==> src/rtl/pll_lock_supervisor.sv <==
// rtl/pll_lock_supervisor.sv - PLL reset/lock supervisor: reset pulse, lock qualification, retry and fail
module pll_lock_supervisor #(
   parameter int RST_CYCLES   = 50,
   parameter int LOCK_TIMEOUT = 50000,
   parameter int LOCK_STABLE  = 1024,
   parameter int MAX_RETRY    = 3,
   localparam int RW = (MAX_RETRY > 0) ? $clog2(MAX_RETRY + 1) : 1
) (
   input  logic          clkin,
   input  logic          reset,
   input  logic          pll_lock,
   input  logic          relock_req,
   output logic          pll_rst,
   output logic          locked,
   output logic          sys_rst,
   output logic          fail,
   output logic [RW-1:0] retry_cnt
);

   localparam int CMAX_A = (RST_CYCLES > LOCK_TIMEOUT) ? RST_CYCLES : LOCK_TIMEOUT;
   localparam int CMAX   = (CMAX_A > LOCK_STABLE) ? CMAX_A : LOCK_STABLE;
   localparam int CW     = (CMAX > 1) ? $clog2(CMAX) : 1;

   typedef enum logic [2:0] {
      PRST      = 3'd0,
      WAIT_LOCK = 3'd1,
      QUAL      = 3'd2,
      LOCKED    = 3'd3,
      FAIL      = 3'd4
   } state_t;

   state_t          state, state_nxt;
   logic [CW-1:0]   cnt;
   logic [1:0]      sync_q;
   logic            lock_s;
   logic [RW-1:0]   retry_nxt;

   assign lock_s = sync_q[1];

   always_ff @(posedge clkin or posedge reset) begin
      if (reset) begin
         sync_q <= 2'b00;
      end else begin
         sync_q <= {sync_q[0], pll_lock};
      end
   end

   // relock_req overrides any same-cycle lock/timeout event, except in PRST where it is ignored
   always_comb begin
      state_nxt = state;
      retry_nxt = retry_cnt;
      if (relock_req && (state != PRST)) begin
         state_nxt = PRST;
         retry_nxt = '0;
      end else begin
         case (state)
            PRST: begin
               if (cnt == CW'(RST_CYCLES - 1)) state_nxt = WAIT_LOCK;
            end
            WAIT_LOCK: begin
               if (lock_s) begin
                  state_nxt = QUAL;
               end else if (cnt == CW'(LOCK_TIMEOUT - 1)) begin
                  if (retry_cnt == RW'(MAX_RETRY)) begin
                     state_nxt = FAIL;
                  end else begin
                     state_nxt = PRST;
                     retry_nxt = retry_cnt + RW'(1);
                  end
               end
            end
            QUAL: begin
               if (!lock_s) state_nxt = WAIT_LOCK;
               else if (cnt == CW'(LOCK_STABLE - 1)) state_nxt = LOCKED;
            end
            LOCKED: begin
               if (!lock_s) begin
                  state_nxt = PRST;
                  retry_nxt = '0;
               end
            end
            FAIL: begin
               state_nxt = FAIL;
            end
            default: begin
               state_nxt = PRST;
               retry_nxt = '0;
            end
         endcase
      end
   end

   // Outputs decode next-state so they move on the same edge as the state register
   always_ff @(posedge clkin or posedge reset) begin
      if (reset) begin
         state     <= PRST;
         cnt       <= '0;
         retry_cnt <= '0;
         pll_rst   <= 1'b1;
         locked    <= 1'b0;
         sys_rst   <= 1'b1;
         fail      <= 1'b0;
      end else begin
         state     <= state_nxt;
         retry_cnt <= retry_nxt;
         if (state_nxt != state) begin
            cnt <= '0;
         end else if ((state == PRST) || (state == WAIT_LOCK) || (state == QUAL)) begin
            cnt <= cnt + CW'(1);
         end
         pll_rst <= (state_nxt == PRST) || (state_nxt == FAIL);
         locked  <= (state_nxt == LOCKED);
         sys_rst <= (state_nxt != LOCKED);
         fail    <= (state_nxt == FAIL);
      end
   end

endmodule
==> config.mk <==
export PLATFORM = sky130hd
export DESIGN_NAME = pll_lock_supervisor
export DESIGN_NICKNAME = d
export VERILOG_FILES = /design/src/rtl/pll_lock_supervisor.sv
export SDC_FILE = /design/constraint.sdc
export NUM_CORES = 1
export LEC_CHECK = 0
export CAP_MARGIN = 20
export CORE_MARGIN = 2
export CORE_UTILIZATION = 55
export CTS_CLUSTER_DIAMETER = 30
export CTS_CLUSTER_SIZE = 25
export DETAILED_ROUTE_END_ITERATION = 10
export PLACE_DENSITY = 0.75
export SLEW_MARGIN = 15
export SYNTH_ARGS = -nofsm -noshare
export SYNTH_HDL_FRONTEND = slang
export SYNTH_SLANG_ARGS = --single-unit
==> constraint.sdc <==
create_clock -name clkin -period 5.6 [get_ports clkin]
set_clock_uncertainty 0.05 [all_clocks]
set_input_delay 1.68 -clock clkin [delete_from_list [all_inputs] [get_ports clkin]]
set_output_delay 1.68 -clock clkin [all_outputs]
set_load 0.01 [all_outputs]
==> metrics.csv, run 1 <==
stage,metric,value,unit
cells_and_area,fraction of layout cells with a size suffix above 1,10.5,%
logic_synthesis,Synth Instances,147,
cells_and_area,footprint of the multi-input gates,759,µm²
grt,global-route wire length before repair,4.79,mm
die,Ports,10,
detailed_routing,WL/cell,14.9,µm
detailed_routing,vias after detailed routing,1112,
run,Max-Cap Viols,0,
cells_and_area,final instance area,1620,µm²
logic_synthesis,Most used DFF post-synth,dfrtp_1,
clock_network,postcts setup bufs,0,
sta,RSZ-0062 raised after global routing,no,
cells_and_area,Filler cells,220,
clock_network,CTS H-Tree Depth,1,
clock_network,CTS tree,done,
cells_and_area,Final Non-Filler Cells,182,
logic_synthesis,"FF+latch count, synth",27,
clock_network,Worst-path clk slew,0.14,ns
die,die width,56.2,µm
logic_synthesis,Post-synth ARST share,100,%
logic_synthesis,Syn Area/Cell,10.2,µm²
detailed_routing,post-route ant nets,0,
clock_network,# resized after CTS,0,
clock_network,CTS Sinks,27,
setup_path,CP Max Fanout,16,
sta,period utilisation layout,60.7,%
sta,hold slack,0.319,ns
power_and_ir_drop,Peak VDD IR,0.000238,V
cells_and_area,Storage cell area,678,µm²
placement,placer congestion estimate,0.825,
power_and_ir_drop,power density cells,290,nW/µm²
detailed_routing,DR vias/cell,6.11,
logic_synthesis,library cells used by synthesis,42,
die,Core ar.,2520,µm²
worst_hold_path,Worst Hold Class,reg2reg,
die,Starting Density,59.5,%
power_and_ir_drop,Design Power,0.470,mW
grt,GRT overflow,0,
setup_path,crit start category,input port,
detailed_routing,1st-pass router iterations,4,
cells_and_area,Antenna diodes,0,
logic_synthesis,yosys warns,0,
setup_path,"Data required, critical path",5.73,ns
clock_network,number of clock buffers inserted by TritonCTS,3,
die,Row Count,18,
sta,"Slew Viols, Final",0,
setup_path,crit path cell chain,clkdlybuf4s50_1 > or4b_1 > nor3b_1 > a21oi_1 > o31ai_4 > a21oi_1,
sta,"Hold Vio Cnt, Final",0,
grt,Tot GR Track Use,18.9,%
placement,placed inst area,1580,µm²
sta,final setup violation count,0,
sta,Slew HR,49.6,%
detailed_routing,DRC violations left,0,
placement,placed cells,177,
setup_path,WS Path Type,in2reg,
setup_path,slowest library cell on the worst path,or4b_1,
die,DIE HEIGHT,56.2,µm
logic_synthesis,Synth Net Count,154,
placement,Setup WS pre-CTS,1.87,ns
sta,FMAX,294,MHz
sta,setup_tns,0,ns
grt,largest net degree at the start of global routing,28,
placement,PortBufs,9,
setup_path,CP most frequent cell,a21oi_1,
setup_path,max incr delay on CP,0.56,ns
detailed_routing,first-iteration detailed-routing DRC count,30,
cells_and_area,Layout Area Growth over Synthesis,8.17,%
status,outcome,finished clean,
setup_path,critical path endpoint category,flip-flop,
sta,post-route minimum period,3.40,ns
detailed_routing,final wirelength,2.71,mm
placement,HPWL Detailed,1.96,mm
clock_network,Worst-Skew Late Latency,0.32,ns
setup_path,WP data arrival,3.53,ns
clock_network,Max Root-Sink Buffers,2,
cells_and_area,post-layout util,64.3,%
logic_synthesis,sequential area share after synthesis,45.2,%
clock_network,Root Driver,clkbuf_4,
logic_synthesis,Mapped Area,1500,µm²
power_and_ir_drop,leakage,0.682,nW
grt,initial antenna violation count,0,
sta,Worst-Margin Slew,0.753,ns
sta,Setup WS post-layout,2.20,ns
grt,vias in the first global route,1065,
die,die area,3160,µm²
clock_network,Hold Buf Count CTS,0,
cells_and_area,nets@finish,160,
logic_synthesis,number of enable flip-flop cells after synthesis,0,
power breakdown:
group | total [mW] | switching [mW] | internal [mW] | leakage, nW
Sequential | 0.267 | 0.0412 | 0.226 | 0.353
Clock | 0.0836 | 0.0568 | 0.0267 | 0.0177
Combinational | 0.119 | 0.0636 | 0.0559 | 0.310
layout make-up:
class	count	share of cell area [%]
repair buffers	10	6.48
well taps	30	2.31
inverters	4	0.925
clock buffers	3	1.39
multi-input cells	107	46.8
flip-flops and latches	27	41.8
clock inverters	1	0.308
logic make-up (layout without fill, tap and decap cells):
kind of cell               after synthesis  in the layout  share of synthesized area [%]
and+or+nand+nor                         57             57                           24.4
muxes                                    1              1                          0.751
xor gates and xnor gates                16             16                           9.34
buffers and inverters                   13             18                           4.17
AOI/OAI and AO/OA                       30             30                           13.6
DFF                                     27             27                           45.2
adders and majority gates                3              3                           2.50
worst max-delay path: cells and delay by family:
kind	cells	cell delay [ns]
and+or+nand+nor	2	0.84
buffers and inverters	1	0.51
AOI/OAI and AO/OA	3	0.49
cells in the mapped netlist (all sizes together), types with 2 or more instances:
cell type / instances / area (µm²)
dfrtp: 25 / 626
a21oi: 20 / 108
xor2: 14 / 123
nand2: 11 / 41.3
nand3: 6 / 30.0
nand4: 6 / 37.5
nor2: 6 / 22.5
clkbuf: 5 / 18.8
and3: 4 / 26.3
buf: 4 / 28.8
inv: 4 / 15.0
and4: 3 / 26.3
ha: 3 / 37.5
nand4b: 3 / 26.3
o41ai: 3 / 33.8
or3: 3 / 18.8
and2: 2 / 12.5
dfstp: 2 / 52.6
nor2b: 2 / 12.5
nor3b: 2 / 15.0
nor4: 2 / 33.8
o22ai: 2 / 12.5
o31ai: 2 / 28.8
xnor2: 2 / 17.5
layout by cell type (no fill, tap or decap), types with 4 or more instances in the layout:
cell type,netlist,final
dfrtp_1,25,25
inv_1,4,4
a21oi_1,18,18
xor2_1,14,14
nand4_1,6,6
nor2_1,6,6
clkdlybuf4s50_1,0,9
nand3_1,6,6
nand2_1,11,11
final timing paths:
| check | start | to | slack, ns | cells after the start |
|---|---|---|---|---|
| max in group asynchronous | reset | cnt[12] | 3.39 | 3 |
| min in group asynchronous | reset | retry_cnt[1] | 1.63 | 2 |
| min reg2reg | sync_q[0] | sync_q[1] | 0.32 | 0 |
| min | sync_q[0] | sync_q[1] | 0.32 | 0 |
| max | relock_req | cnt[11] | 2.20 | 6 |
| max reg2reg | cnt[10] | cnt[11] | 3.05 | 5 |
metal layers:
metal / GRT usage, % / routed length [µm]
met5: 0 / 0
met4: 6.12 / 21
met3: 2.56 / 81
met2: 31.1 / 1370
met1: 25.8 / 1230
registers in the layout (all words and copies together) (netlist names):
| signal | flops |
|---|---|
| sys_rst | 1 |
| locked | 1 |
| fail | 1 |
| pll_rst | 1 |
| state | 3 |
| cnt | 16 |
| retry_cnt | 2 |
| sync_q | 2 |
(Power assumes the default switching activity.)
==> run 2: changes to the inputs <==
- clock period: 5.6 -> 3.2 ns (I/O delays scaled with it)
==> run 2 against run 1 <==
  * Hold slack improved by 0.021 ns
  * Critical path depth did not move
  * Via count rose by 1.3%
  * Clock power rose by 84%
  * First-iteration DRC count fell by 3.3%
  * Design area rose by 0.62%
  * Sequential share of layout area fell by 0.26 points
  * Die area did not move
  * Register-to-register slack got worse by 2.4 ns
  * Wire length rose by 1.4%
==> metrics.csv, run 2 (synthesis results as in run 1) <==
stage,metric,value,unit,change
status,outcome,finished clean,,
setup_path,WP data arrival,2.69,ns,-0.84 ns
clock_network,postcts setup bufs,0,,unchanged
die,Row Count,18,,unchanged
placement,PortBufs,9,,unchanged
die,Core ar.,2520,µm²,unchanged
setup_path,crit start category,input port,,
cells_and_area,most frequent cells in the layout,"25 x dfrtp_1, 18 x a21oi_1, 14 x xor2_1",,
sta,hold slack,0.339,ns,+0.0210 ns
power_and_ir_drop,Peak VDD IR,0.000462,V,+94%
sta,period utilisation layout,79.3,%,
sta,"Slew Viols, Final",0,,unchanged
die,die width,56.2,µm,unchanged
detailed_routing,final wirelength,2.75,mm,+1.4%
clock_network,Worst-Skew Late Latency,0.33,ns,about the same
cells_and_area,Layout Area Growth over Synthesis,8.84,%,
detailed_routing,DRC violations left,0,,unchanged
placement,placed inst area,1600,µm²,+1.4%
sta,RSZ-0062 raised after global routing,no,,
power_and_ir_drop,power density cells,512,nW/µm²,+77%
clock_network,CTS tree,done,,
setup_path,r2r setup slk,0.67,ns,-2.38 ns
setup_path,R2R Path End,cnt[0],,
cells_and_area,largest registers,"cnt: 16 flops, state: 3 flops",,
grt,global-route wire length before repair,4.77,mm,-0.29%
detailed_routing,first-iteration detailed-routing DRC count,29,,-3.3%
cells_and_area,"commonest non-fill, non-tap cell in the layout",dfrtp_1,,
run,Max-Cap Viols,0,,unchanged
die,die area,3160,µm²,unchanged
detailed_routing,DR vias/cell,6.12,,+0.16%
setup_path,"Data required, critical path",3.35,ns,-2.38 ns
clock_network,CTS Sinks,27,,unchanged
die,Starting Density,59.5,%,unchanged
cells_and_area,largest reg by FF count,cnt,,
worst_hold_path,Worst Hold Class,reg2reg,,
clock_network,Hold Buf Count CTS,0,,unchanged
setup_path,CP Max Fanout,16,,unchanged
cells_and_area,Antenna diodes,0,,unchanged
clock_network,Root Driver,clkbuf_4,,
clock_network,number of clock buffers inserted by TritonCTS,3,,unchanged
cells_and_area,fraction of layout cells with a size suffix above 1,11.7,%,+1.2 points
detailed_routing,1st-pass router iterations,4,,unchanged
grt,vias in the first global route,1085,,+1.9%
power_and_ir_drop,leakage,0.685,nW,+0.56%
clock_network,Worst-path clk slew,0.15,ns,about the same
placement,HPWL Detailed,2.01,mm,+3.0%
grt,largest net degree at the start of global routing,17,,-39%
power_and_ir_drop,Design Power,0.836,mW,+78%
clock_network,# resized after CTS,0,,unchanged
setup_path,WS Path Type,in2reg,,
cells_and_area,nets@finish,162,,+1.3%
placement,placer congestion estimate,0.812,,-1.6%
setup_path,critical path endpoint category,flip-flop,,
cells_and_area,final instance area,1630,µm²,+0.62%
grt,initial antenna violation count,0,,unchanged
detailed_routing,post-route ant nets,0,,unchanged
grt,GRT overflow,0,,unchanged
clock_network,Max Root-Sink Buffers,2,,unchanged
grt,Tot GR Track Use,18.7,%,-0.26 points
setup_path,reg-to-reg startpoint,cnt[10],,
sta,post-route minimum period,2.54,ns,
setup_path,worst-case reg-to-reg path depth,5,,unchanged
cells_and_area,max FFs per register,16,,unchanged
detailed_routing,vias after detailed routing,1126,,+1.3%
sta,setup_tns,0,ns,unchanged
detailed_routing,WL/cell,14.9,µm,+0.26%
sta,Slew HR,52.4,%,+2.8 points
sta,FMAX,394,MHz,
die,Ports,10,,unchanged
sta,Worst-Margin Slew,0.714,ns,-0.0384 ns
worst_hold_path,worst hold path depth,0,,unchanged
worst_hold_path,hold endpoint,sync_q[1],,
sta,final setup violation count,0,,unchanged
die,DIE HEIGHT,56.2,µm,unchanged
worst_hold_path,Hold Startpoint,sync_q[0],,
sta,"Hold Vio Cnt, Final",0,,unchanged
clock_network,CTS H-Tree Depth,1,,unchanged
==> run 2: metal layers <==
metal | track usage (%) | up-vias | wire [µm]
li1 | - | 548 | -
met1 | 25.4 | 546 | 1280
met2 | 30.4 | 30 | 1340
met3 | 2.33 | 2 | 100
met4 | 6.80 | 0 | 24
met5 | 0 | - | 0
==> run 2: layout make-up <==
cell class                      count  area (µm²)
Fill cell                         204         890
Multi-Input combinational cell    107         759
Sequential cell                    27         678
Timing Repair Buffer               12         113
Tap cell                           30        37.5
Clock buffer                        3        22.5
Inverter                            4        15.0
Clock inverter                      1        7.51
==> run 2: through the flow <==
stage | utilization (%) | instances | worst slack [ns]
final | 64.7 | 184 | 0.661
after global routing | 64.7 | 184 | 0.474
after CTS | 64.7 | 184 | 0.646
after detailed placement | 63.5 | 180 | 0.301
after global placement | 63.5 | 180 | 0.350
after floorplan | - | 147 | 0.832
==> run 2: worst max-delay path: stages <==
cell	delay, ns
clkdlybuf4s50_1	0.41
or4b_1	0.53
nor3b_1	0.28
a21oi_1	0.15
o31ai_4	0.21
a21oi_1	0.15
==> run 2: report_power, final <==
group	leakage, nW	switching (mW)	total (mW)	internal, mW
registers	0.353	0.0722	0.468	0.395
logic	0.318	0.113	0.215	0.102
clock network	0.0139	0.106	0.154	0.0479
==> run 2: worst max path at each step <==
stage	from	to	slack (ns)
6_report	relock_req	cnt[0]	0.66
5_1_grt	cnt[10]	cnt[0]	0.47
4_1_cts	cnt[10]	cnt[0]	0.65
3_5_place_dp	relock_req	cnt[0]	0.30
3_3_place_gp	relock_req	cnt[12]	0.35
2_1_floorplan	relock_req	cnt[10]	0.83
